`src/rtl/luu_pkg.sv`:
```
// rtl/luu_pkg.sv - shared LSU state encoding, access-direction constants and address helper
package luu_pkg;

  typedef enum logic [1:0] {
    IDLE   = 2'd0,
    ACCESS = 2'd1,
    WAIT   = 2'd2,
    DONE   = 2'd3
  } lsu_state_t;

  localparam logic RW_WRITE = 1'b1;
  localparam logic RW_READ  = 1'b0;

  function automatic logic [31:0] word_addr(input logic [31:0] addr);
    return {addr[31:2], 2'b00};
  endfunction

endpackage

```
`src/rtl/lsu_wait_cnt.sv`:
```
// rtl/lsu_wait_cnt.sv - 4-bit saturating RAM wait counter, hit when count equals RAM_LAT-1
module lsu_wait_cnt #(
  parameter int unsigned RAM_LAT = 1
) (
  input  logic clk,
  input  logic rst,
  input  logic clr,
  input  logic en,
  output logic hit
);

  localparam logic [3:0] HIT_VAL = (RAM_LAT == 0) ? 4'd0 : 4'(RAM_LAT - 1);

  logic [3:0] count;

  // Saturates at 15 so a stuck WAIT can never alias back onto HIT_VAL.
  always_ff @(posedge clk or negedge rst) begin
    if (!rst) begin
      count <= 4'd0;
    end else if (clr) begin
      count <= 4'd0;
    end else if (en && (count != 4'hF)) begin
      count <= count + 4'd1;
    end
  end

  assign hit = (count == HIT_VAL);

endmodule

```
`src/rtl/lsu.sv`:
```
// rtl/lsu.sv - single-outstanding load/store unit to the data RAM, RAM_LAT extra wait cycles
// LSU_ALIGN_CHECK_EN: misaligned requests skip the RAM and complete with err_o set.
import luu_pkg::*;

module lsu #(
  parameter int unsigned RAM_LAT = 1
) (
  input  logic        clk,
  input  logic        rst,
  input  logic        req_en_i,
  input  logic        req_rw_i,
  input  logic [31:0] req_addr_i,
  input  logic [31:0] req_data_i,
  output logic        busy_o,
  output logic        done_o,
  output logic [31:0] rdata_o,
  output logic        err_o,
  output logic        ram_en_o,
  output logic        ram_rw_o,
  output logic [31:0] ram_addr_o,
  output logic [31:0] ram_data_o,
  input  logic [31:0] ram_data_i
);

  lsu_state_t  state, state_nxt;
  logic        cap_rw;
  logic [31:0] cap_addr;
  logic [31:0] cap_data;
  logic [31:0] rdata_q;
  logic        accept;
  logic        misalign;
  logic        hit;
  logic        rd_last;

  assign accept = (state == IDLE) && req_en_i;

`ifdef LSU_ALIGN_CHECK_EN
  logic err_q;

  assign misalign = |req_addr_i[1:0];

  always_ff @(posedge clk or negedge rst) begin
    if (!rst) begin
      err_q <= 1'b0;
    end else if (accept) begin
      err_q <= misalign;
    end
  end

  assign err_o = done_o && err_q;
`else
  assign misalign = 1'b0;
  assign err_o    = 1'b0;
`endif

  lsu_wait_cnt #(.RAM_LAT(RAM_LAT)) u_wait_cnt (
    .clk (clk),
    .rst (rst),
    .clr (accept && !misalign),
    .en  (state == WAIT),
    .hit (hit)
  );

  always_ff @(posedge clk or negedge rst) begin
    if (!rst) begin
      state <= IDLE;
    end else begin
      state <= state_nxt;
    end
  end

  always_comb begin
    state_nxt = state;
    unique case (state)
      IDLE:    if (req_en_i) state_nxt = misalign ? DONE : ACCESS;
      ACCESS:  state_nxt = (RAM_LAT != 0) ? WAIT : DONE;
      WAIT:    if (hit) state_nxt = DONE;
      DONE:    state_nxt = IDLE;
      default: state_nxt = IDLE;
    endcase
  end

  // busy_o is gated by rst so a held req_en_i cannot raise a stall during reset.
  always_comb begin
    ram_en_o = (state == ACCESS) || (state == WAIT);
    done_o   = (state == DONE);
    busy_o   = rst && (accept || ram_en_o);
    rd_last  = 1'b0;
    if (ram_en_o && (cap_rw == RW_READ)) begin
      rd_last = (state == ACCESS) ? (RAM_LAT == 0) : hit;
    end
  end

  always_ff @(posedge clk or negedge rst) begin
    if (!rst) begin
      cap_rw   <= RW_READ;
      cap_addr <= 32'd0;
      cap_data <= 32'd0;
    end else if (accept) begin
      cap_rw   <= req_rw_i;
      cap_addr <= req_addr_i;
      cap_data <= req_data_i;
    end
  end

  always_ff @(posedge clk or negedge rst) begin
    if (!rst) begin
      rdata_q <= 32'd0;
    end else if (rd_last) begin
      rdata_q <= ram_data_i;
    end
  end

  assign rdata_o    = rdata_q;
  assign ram_rw_o   = cap_rw;
  assign ram_addr_o = word_addr(cap_addr);
  assign ram_data_o = cap_data;

endmodule
```
`config.mk`:
```
export PLATFORM = sky130hd
export DESIGN_NAME = lsu
export DESIGN_NICKNAME = d
export VERILOG_FILES = /design/src/rtl/luu_pkg.sv /design/src/rtl/lsu_wait_cnt.sv /design/src/rtl/lsu.sv
export SDC_FILE = /design/constraint.sdc
export NUM_CORES = 1
export LEC_CHECK = 0
export BUFFER_PORTS_ARGS = -buffer_cell sky130_fd_sc_hd__buf_2
export CORE_ASPECT_RATIO = 0.6
export CORE_MARGIN = 4
export CORE_UTILIZATION = 40
export CTS_CLUSTER_SIZE = 28
export DETAILED_ROUTE_END_ITERATION = 16
export PLACE_DENSITY = 0.68
export SYNTH_ARGS = -nofsm -noshare
export SYNTH_HDL_FRONTEND = slang
export SYNTH_HIERARCHICAL = 1
export SYNTH_SLANG_ARGS = --single-unit
```
`constraint.sdc`:
```
create_clock -name clk -period 4.4 [get_ports clk]
set_input_delay 0.88 -clock clk [delete_from_list [all_inputs] [get_ports clk]]
set_output_delay 0.88 -clock clk [all_outputs]
set_load 0.01 [all_outputs]
```
==> results.sh <==
export IMPL_status="complete, no violations"
export IMPL_p_per_area_nw_per_um2=767
export IMPL_reg2reg_to="cap_addr[29]$_DFFE_PN0P_"
export IMPL_wl_um=9120
export IMPL_syn_to_final_growth_pct=33.1
export IMPL_whs_ns=0.481
export IMPL_post_route_period_util=0.599
export IMPL_crit_chain="buf_4, o21a_1, buf_2"
export IMPL_clockBufferDepth=2
export IMPL_crit_path_max_incr_delay_ns=0.52
export IMPL_crit_path_end_kind="output pin"
export IMPL_hold_path_class="reg2reg"
export IMPL_r2r_cells=5
export IMPL_fin_ws_ns=1.77
export IMPL_core_area_sq_um=9460
export IMPL_nNetsFinal=551
export IMPL_antenna_cells=0
export IMPL_rrSetupSlack_ns=2.32
export IMPL_cts_tree="built"
export IMPL_ys_types=28
export IMPL_critPathSlowestCell="buf_4"
export IMPL_cts_made_buffers=9
export IMPL_vias_per_cell=4.61
export IMPL_holdCritStartpoint="cap_addr[17]$_DFFE_PN0P_"
export IMPL_clock_latency_ns=0.33
export IMPL_grt_pass1_wl_um=14800
export IMPL_start_util=0.424
export IMPL_synthesis_area_sq_um=4010
export IMPL_p_leak_nw=2.64
export IMPL_start_kind="input port"
export IMPL_max_freq_mhz=380
export IMPL_reg2reg_from="state[0]$_DFFE_PN0P_"
export IMPL_die_area_sq_um=11800
export IMPL_pin_count=201
export IMPL_antenna_left=0
export IMPL_tns_ns=0
export IMPL_drv_slew=0
export IMPL_worstMarginPinSlew_ns=0.844
export IMPL_cp_data_required_time_ns=3.52
export IMPL_die_h_um=85.6
export IMPL_drtIter0Drc=76
export IMPL_cap_violations=0
export IMPL_yosysSeqAreaShare=0.630
export IMPL_crit_type="in2out"
export IMPL_clock_root_buffer="clkbuf_16"
export IMPL_ys_seq_elements=101
export IMPL_htreeDepth=3
export IMPL_route_detailed_drc=0
export IMPL_drive_above_1_share=0.681
export IMPL_clkSinkCount=101
export IMPL_final_area_sq_um=5340
export IMPL_cp_max_fo=54
export IMPL_io_buffer_count=195
export IMPL_setup_viol=0
export IMPL_place_ws_ns=1.72
export IMPL_final_common_cell="buf_2"
export IMPL_grt_ovfl_total=0
export IMPL_rsz0062_at_grt="false"
export IMPL_antenna_found_initial=0
export IMPL_syn_avg_cell_area_sq_um=16.3
export IMPL_ys_warn_count=6
export IMPL_min_period_ns=2.63
export IMPL_vias=2666
export IMPL_postCtsSetupBuffers=0
export IMPL_firstDrtPassIters=3
export IMPL_hpwl_um=6900
export IMPL_grt_pass1_vias=2914
export IMPL_hold_viol=0
export IMPL_wire_per_inst_um=15.8
export IMPL_synth_cells=246
export IMPL_ir_worst_vdd_uv=391
export IMPL_grt_use_total=0.160
export IMPL_crit_end="busy_o"
export IMPL_final_cell_mix="194 x buf_2, 101 x dfrtp_1, 90 x mux2_2"
export IMPL_cts_repair_resize_count=0
export IMPL_dpl_cell_area_sq_um=5060
export IMPL_cp_arrival_ns=1.75
export IMPL_crit_start="rst"
export IMPL_hold_buffers=0
export IMPL_grt_max_degree=70
export IMPL_die_x_um=137
export IMPL_gp_congestion=0.733
export IMPL_relSlewSlack=0.437
export IMPL_rows=27
export IMPL_path_clk_slew_ns=0.06
export IMPL_skew_ns=0.00479
[sequential cells by signal, indices dropped and copies added, names as in the netlist]
register	cells
u_wait_cnt/count	4
state	2
ram_rw_o	1
cap_addr	30
ram_data_o	32
rdata_o	32
[metrics by stage]
stage / utilization / power [mW] / std cells
6_report: 0.564 / 4.10 / 578
5_1_grt: 0.564 / 4.40 / 578
3_3_place_gp: 0.535 / 3.32 / 563
3_5_place_dp: 0.535 / 3.39 / 563
2_1_floorplan: - / 2.71 / 248
4_1_cts: 0.564 / 4.16 / 578
[critical path, delay by kind of cell]
kind,cells,cell delay (ns)
AOI/OAI and AO/OA,1,0.21
buffers and inverters,2,0.64
[worst min path at each step]
stage / depth (start not counted) / to / slack (ns)
global placement: 1 / cap_addr[17]$_DFFE_PN0P_ / 0.47
detailed placement: 1 / cap_addr[14]$_DFFE_PN0P_ / 0.47
finish: 1 / cap_addr[17]$_DFFE_PN0P_ / 0.48
CTS: 1 / cap_addr[17]$_DFFE_PN0P_ / 0.49
global route: 1 / rdata_o[5]$_DFFE_PN0P_ / 0.51
floorplan: 1 / state[0]$_DFFE_PN0P_ / 0.53
[kinds of logic after synthesis]
logic type               count (synthesis)  synth area share
flip-flops                             101             0.630
AND/OR/NAND/NOR                         15            0.0256
adder cells (fa/ha/maj)                  7            0.0218
buffers and inverters                   18            0.0368
AO/OA/AOI/OAI                            6           0.00935
other                                    1          0.000935
multiplexers                            98             0.276
[routing by layer]
metal / vias up / global-route usage / part of all wire
li1: 1247 / - / -
met1: 1292 / 0.189 / 0.40
met2: 120 / 0.259 / 0.46
met3: 7 / 0.0844 / 0.13
met4: 0 / 0.0408 / 0.0093
met5: - / 0 / 0
[cells in the mapped netlist]
| cell | count | area [sq um] |
|---|---|---|
| a21oi_1 | 3 | 15.0 |
| nand4_1 | 1 | 6.26 |
| and2_1 | 1 | 6.26 |
| ha_1 | 7 | 87.6 |
| and3_1 | 1 | 6.26 |
| buf_2 | 1 | 5.00 |
| inv_1 | 5 | 18.8 |
| mux2i_1 | 1 | 10.0 |
| o21ai_0 | 1 | 5.00 |
| nor2b_2 | 1 | 8.76 |
| nand2b_1 | 2 | 12.5 |
| o32a_1 | 1 | 10.0 |
| o21a_1 | 1 | 7.51 |
| mux2_2 | 90 | 1010 |
| nor2_1 | 2 | 7.51 |
| buf_4 | 3 | 22.5 |
| nor3_1 | 1 | 5.00 |
| mux2_1 | 6 | 67.6 |
| nand2_1 | 1 | 3.75 |
| or2_0 | 1 | 6.26 |
| and4b_1 | 1 | 10.0 |
| nor3_4 | 1 | 16.3 |
| nor2b_1 | 1 | 6.26 |
| buf_6 | 9 | 101 |
| mux2_4 | 1 | 15.0 |
| nor3b_1 | 1 | 7.51 |
| dfrtp_1 | 101 | 2530 |
| conb_1 | 1 | 3.75 |
[where the power goes]
group / switching [mW] / total [mW] / internal [mW] / leakage, nW
combinational: 0.794 / 1.69 / 0.894 / 1.31
sequential: 0.242 / 1.65 / 1.41 / 1.20
clock: 0.322 / 0.759 / 0.437 / 0.132
total: 1.36 / 4.10 / 2.74 / 2.64
[layout make-up]
class	count	area, sq um
clock buffer	11	233
timing repair buffer	198	1000
multi-input combinational	129	1350
inverter	5	18.8
sequential	101	2530
fill	806	4120
clock inverter	4	50.0
tap	130	163
Power figures use the tool's default switching activity.
